==> src/rtl/cpu_pkg.sv <==
// Shared CPU definitions: datapath width, PC increment, NOP encoding and the
// fetch-queue entry layout used between the fetch buffer and its storage.
package cpu_pkg;

  localparam int          XLEN      = 32;
  localparam logic [31:0] NOP_INSTR = 32'h0000_0000;
  localparam logic [31:0] PC_STEP   = 32'd4;

  typedef struct packed {
    logic [XLEN-1:0] pc4;
    logic [XLEN-1:0] instr;
  } fetch_entry_t;

endpackage

==> src/rtl/fetch_fifo_mem.sv <==
// Storage array for the fetch queue: one synchronous write port and one
// asynchronous read port. Entry validity is tracked by the owner's count.
module fetch_fifo_mem
  import cpu_pkg::*;
#(
  parameter int DEPTH = 2,
  parameter int AW    = 1
) (
  input  logic         clk_i,
  input  logic         we_i,
  input  logic [AW-1:0] waddr_i,
  input  fetch_entry_t wdata_i,
  input  logic [AW-1:0] raddr_i,
  output fetch_entry_t rdata_o
);

  fetch_entry_t r_mem [DEPTH];

  // NOTE: the data array is deliberately not reset; stale contents are never
  // observed because the owner gates every read with its occupancy count.
  always_ff @(posedge clk_i) begin
    if (we_i) r_mem[waddr_i] <= wdata_i;
  end

  assign rdata_o = r_mem[raddr_i];

endmodule

==> src/rtl/fetch_queue.sv <==
// Instruction fetch buffer between the PC register and ID: queues {pc+4, instr}
// pairs, gates the PC enable on room, and drops wrong-path entries on flush.
module fetch_queue
  import cpu_pkg::*;
#(
  parameter int DEPTH = 2,
  parameter int AW    = 1
) (
  input  logic            clk_i,
  input  logic            rst_i,
  input  logic            start_i,
  input  logic [XLEN-1:0] pc_i,
  input  logic [XLEN-1:0] instr_i,
  input  logic            stall_i,
  input  logic            flush_i,
  output logic            pc_enable_o,
  output logic            id_valid_o,
  output logic [XLEN-1:0] id_pc4_o,
  output logic [XLEN-1:0] id_instr_o,
  output logic [AW:0]     count_o
);

  logic [AW-1:0] r_wr_ptr;
  logic [AW-1:0] r_rd_ptr;
  logic [AW:0]   r_count;

  logic          w_full;
  logic          w_empty;
  logic          w_enq;
  logic          w_deq;
  logic [AW:0]   w_count_nxt;
  fetch_entry_t  w_wdata;
  fetch_entry_t  w_head;

  assign w_full  = (r_count == (AW+1)'(DEPTH));
  assign w_empty = (r_count == '0);

  // Fullness alone decides fetch; keeping stall_i out of this cone is what
  // costs one bubble after the queue fills.
  assign pc_enable_o = ~w_full | flush_i;

  assign w_enq = start_i & ~w_full & ~flush_i;
  assign w_deq = ~w_empty & ~stall_i;

  assign w_wdata.pc4   = pc_i + PC_STEP;
  assign w_wdata.instr = instr_i;

  fetch_fifo_mem #(
    .DEPTH (DEPTH),
    .AW    (AW)
  ) u_mem (
    .clk_i   (clk_i),
    .we_i    (w_enq),
    .waddr_i (r_wr_ptr),
    .wdata_i (w_wdata),
    .raddr_i (r_rd_ptr),
    .rdata_o (w_head)
  );

  // NOTE: every signal driven in always_comb gets a default first so that no
  // path leaves it unassigned and a latch is never inferred.
  always_comb begin
    w_count_nxt = r_count;
    case ({w_enq, w_deq})
      2'b10:   w_count_nxt = r_count + (AW+1)'(1);
      2'b01:   w_count_nxt = r_count - (AW+1)'(1);
      default: w_count_nxt = r_count;
    endcase
  end

  // NOTE: state registers use non-blocking assignments so every flop samples
  // pre-edge values regardless of statement order.
  always_ff @(posedge clk_i or negedge rst_i) begin
    if (!rst_i) begin
      r_wr_ptr <= '0;
      r_rd_ptr <= '0;
      r_count  <= '0;
    end else if (flush_i) begin
      r_wr_ptr <= '0;
      r_rd_ptr <= '0;
      r_count  <= '0;
    end else begin
      if (w_enq) r_wr_ptr <= r_wr_ptr + AW'(1);
      if (w_deq) r_rd_ptr <= r_rd_ptr + AW'(1);
      r_count <= w_count_nxt;
    end
  end

  always_comb begin
    id_valid_o = 1'b0;
    id_pc4_o   = '0;
    id_instr_o = NOP_INSTR;
    if (!w_empty) begin
      id_valid_o = 1'b1;
      id_pc4_o   = w_head.pc4;
      id_instr_o = w_head.instr;
    end
  end

  assign count_o = r_count;

endmodule

==> config.mk <==
export PLATFORM = sky130hd
export DESIGN_NAME = fetch_queue
export DESIGN_NICKNAME = d
export VERILOG_FILES = /design/src/rtl/cpu_pkg.sv /design/src/rtl/fetch_fifo_mem.sv /design/src/rtl/fetch_queue.sv
export SDC_FILE = /design/constraint.sdc
export NUM_CORES = 1
export LEC_CHECK = 0
export BUFFER_PORTS_ARGS = -buffer_cell sky130_fd_sc_hd__buf_2
export CAP_MARGIN = 20
export CORE_AREA = 2 2 139 114
export DETAILED_ROUTE_END_ITERATION = 12
export DIE_AREA = 0 0 141 116
export SLEW_MARGIN = 20
export SYNTH_ARGS = -nofsm -noshare
export SYNTH_HDL_FRONTEND = slang
export SYNTH_HIERARCHICAL = 1
export SYNTH_SLANG_ARGS = --single-unit
==> constraint.sdc <==
create_clock -name clk_i -period 4.7 [get_ports clk_i]
set_input_delay 0.47 -clock clk_i [delete_from_list [all_inputs] [get_ports clk_i]]
set_output_delay 0.47 -clock clk_i [all_outputs]
set_load 0.03 [all_outputs]
==> impl_summary.txt <==
----------------------------------------------------
[Floorplan]
  I/O pins ... 137
  FP Rows ... 40
  Total core area ... 14,900 sq um
  Die height ... 116 microns
  Overall die width ... 141 microns
  Die ar. ... 16,400 sq um
  Initial core utilization ... 0.414

[Run]
  Max-cap violations ... 0

[Detailed routing]
  Remaining antenna violation count after routing ... 0
  Number of detailed-route iterations in the first pass ... 4
  Via density per instance ... 4.87
  DR vias ... 3,508
  Number of design rule violations left after detail routing ... 0
  Iter 0 DRT Violations ... 158
  Wire length after detailed routing ... 11,500 microns
  Routed WL per cell ... 15.9 microns

[Timing]
  Unrepaired setup endpoints after global routing ... false
  Setup total negative slack ... 0 ns
  Tightest Pin Transition ... 0.936 ns
  Maximum frequency from static timing analysis ... 371 MHz
  Final hold violation count ... 0
  Total count of max-transition violations in the final report ... 0
  Final period util ... 0.574
  Final Skew ... 0.00870 ns
  Minimum clock period ... 2.70 ns
  Worst hold margin ... 0.242 ns
  Setup violations, final ... 0
  Relative max-transition margin ... 0.376
  Least setup slack across all paths after layout ... 2.00 ns

[Setup path]
  Maximum fanout count along the critical path ... 31
  Worst setup SP type ... register
  Family of cells with the greatest summed delay on the critical path ... buffers and inverters
  Worst stage delay on the critical path ... 0.56 ns
  CP Cell Sequence ... buf_4 -> mux2_2 -> and2_1 -> buf_2
  Crit path from ... r_rd_ptr
  Worst setup EP type ... output pin
  Worst reg2reg path depth ... 5
  Crit path depth ... 4
  Crit path DAT ... 2.23 ns
  Slowest cell on the critical path ... dfrtp_4
  Reg-to-reg startpoint ... count_o[1]
  Crit path buffers/inverters ... 2
  Worst setup path category ... reg -> out
  Data required time at the worst endpoint ... 4.23 ns

[Synthesis]
  Synthesized instance count ... 374
  Yosys top cell by area ... edfxtp_1
  Biggest area contributors in the synthesized netlist ... edfxtp_1 62%, mux2_4 15%, and2_1 6.7%
  Sequential fraction of the synthesis area ... 0.641
  Number of nets in the synthesized netlist ... 444
  Share of the synthesized area in the top cell type ... 0.624
  Commonest cells in the netlist ... 128 x edfxtp_1, 66 x and2_1, 60 x mux2_4
  Proportion of register bits with asynchronous set or reset after synthesis ... 0.0303
  Synthesized area ... 6160 sq um
  Main flop type after synthesis ... edfxtp_1
  Number of synthesized flops with an enable pin ... 128
  Synth Register Bits ... 132
  Library cell with the highest instance count after synthesis ... edfxtp_1
  Number of distinct standard cells referenced by the synthesized netlist ... 32
  Average footprint of a synthesized cell ... 16.5 sq um
  Yosys warning count ... 6

[CTS]
  PostCTS Resize Cnt ... 0
  H-tree levels ... 4
  Clock transition time at the flip-flop clock pins of the worst setup and hold paths ... 0.06 ns
  Number of buffers inserted by hold repair at cts ... 1
  Clock sink count ... 132
  # Post-CTS Setup Buffers ... 0
  Maximum buffer depth of the clock tree ... 2
  Source-to-sink clock delay at the later pin of the worst-skew pair ... 0.41 ns
  Total clock buffers created by CTS ... 17
  Cell chosen for the clock root ... clkbuf_16
  Clock tree from TritonCTS ... yes

[GRT]
  Vias in the first global route ... 3,433
  Largest net degree at the start of global routing ... 66
  Global-route wire length before repair ... 17,600 microns
  Total routing resource utilization after global routing ... 0.145
  Antenna violations before repair ... 0
  Residual overflow from global routing ... 0

[Pwr]
  Leakage ... 3.04 nW
  IR Drop Worst-Case VDD ... 0.256 mV
  Power per Cell Area ... 413 nW/um^2

[Cells and area]
  Nets ... 589
  Synth-to-layout area growth ... 23.2%
  Layout cells sized above 1 ... 0.453
  Non-filler instance count after layout ... 721
  Filler cell count in the final layout ... 1,288
  Number of diodes added for antenna fixing ... 0
  Final Util ... 0.510

[Place]
  Count of buffers from port buffering ... 136
  Dpl ws ... 2.42 ns
  Gp weighted congestion ... 0.751
  Placed Instances ... 688
  HPWL Detailed ... 7360 microns

[Hold path]
  Hold path start ... instr_i[2]
  Min-delay worst type ... in -> reg
  Instance count along the most critical hold path ... 1

[Status]
  Run status ... completed

----------------------------------------------------
layout by cell type, fill, tap and decap left out, drive strengths merged, types with 2 or more instances in the layout:
master and n:
o21ai 3, dfrtp 4, buf 139, or3 2, edfxtp 128, inv 4, and3 5, nor3 2
nor2 12, xor2 9, nand3b 2, clkinv 7, nand3 10, and2 66, xnor2 20, mux2 64
nor4 2, nand4 12, bufinv 5, nand2 9, clkbuf 19
sequential cells by signal, summed over array words and instances, names as in the netlist:
signal	cells
r_wr_ptr	1
u_mem/r_mem	128
count_o	2
r_rd_ptr	1
cells by family after synthesis:
logic type	synth area share
DFF	0.641
and+or+nand+nor	0.127
muxes	0.154
xor gates and xnor gates	0.0413
buffers and inverters	0.0280
AOI/OAI and AO/OA	0.00691
adders and majority gates	0.00203
routing by layer:
layer / wire, microns / part of all wire / track usage / vias up
met4: 133 / 0.012 / 0.0627 / 0
met1: 5450 / 0.48 / 0.191 / 1696
li1: - / - / - / 1672
met3: 701 / 0.061 / 0.0463 / 13
met2: 5160 / 0.45 / 0.222 / 127
met5: 0 / 0 / 0 / -
through the flow:
| step | total power [mW] | cell area (sq um) |
|---|---|---|
| after global placement | 1.77 | 6950 |
| after CTS | 3.17 | 7580 |
| after global routing | 3.24 | 7580 |
| after floorplan | 1.67 | 6160 |
| after detailed placement | 1.78 | 6950 |
| final | 3.13 | 7580 |
worst paths after layout:
| path | endpoint | slack (ns) |
|---|---|---|
| max | id_instr_o[0] | 2.00 |
| min | u_mem/r_mem[0][2] | 0.24 |
| max reg2reg | u_mem/r_mem[0][0] | 2.61 |
| min reg2reg | r_wr_ptr | 0.65 |
| max in group asynchronous | r_rd_ptr | 4.16 |
| min in group asynchronous | count_o[1] | 0.40 |
area by class of cell:
type	instances	area [sq um]	area share
clock buffer	19	433	0.0571
clock inverter	13	188	0.0248
inverter	4	15.0	0.00198
multi-input combinational	224	2050	0.270
sequential	132	3950	0.521
tap	189	236	0.0312
timing repair buffer	140	713	0.0941
where the power goes:
group	total [mW]	leakage [nW]	internal [mW]	switching, mW
sequential	1.37	1.23	1.35	0.0168
clock	1.38	0.301	0.929	0.453
combinational	0.384	1.52	0.155	0.229
total	3.13	3.04	2.43	0.698
(Power assumes the default switching activity.)
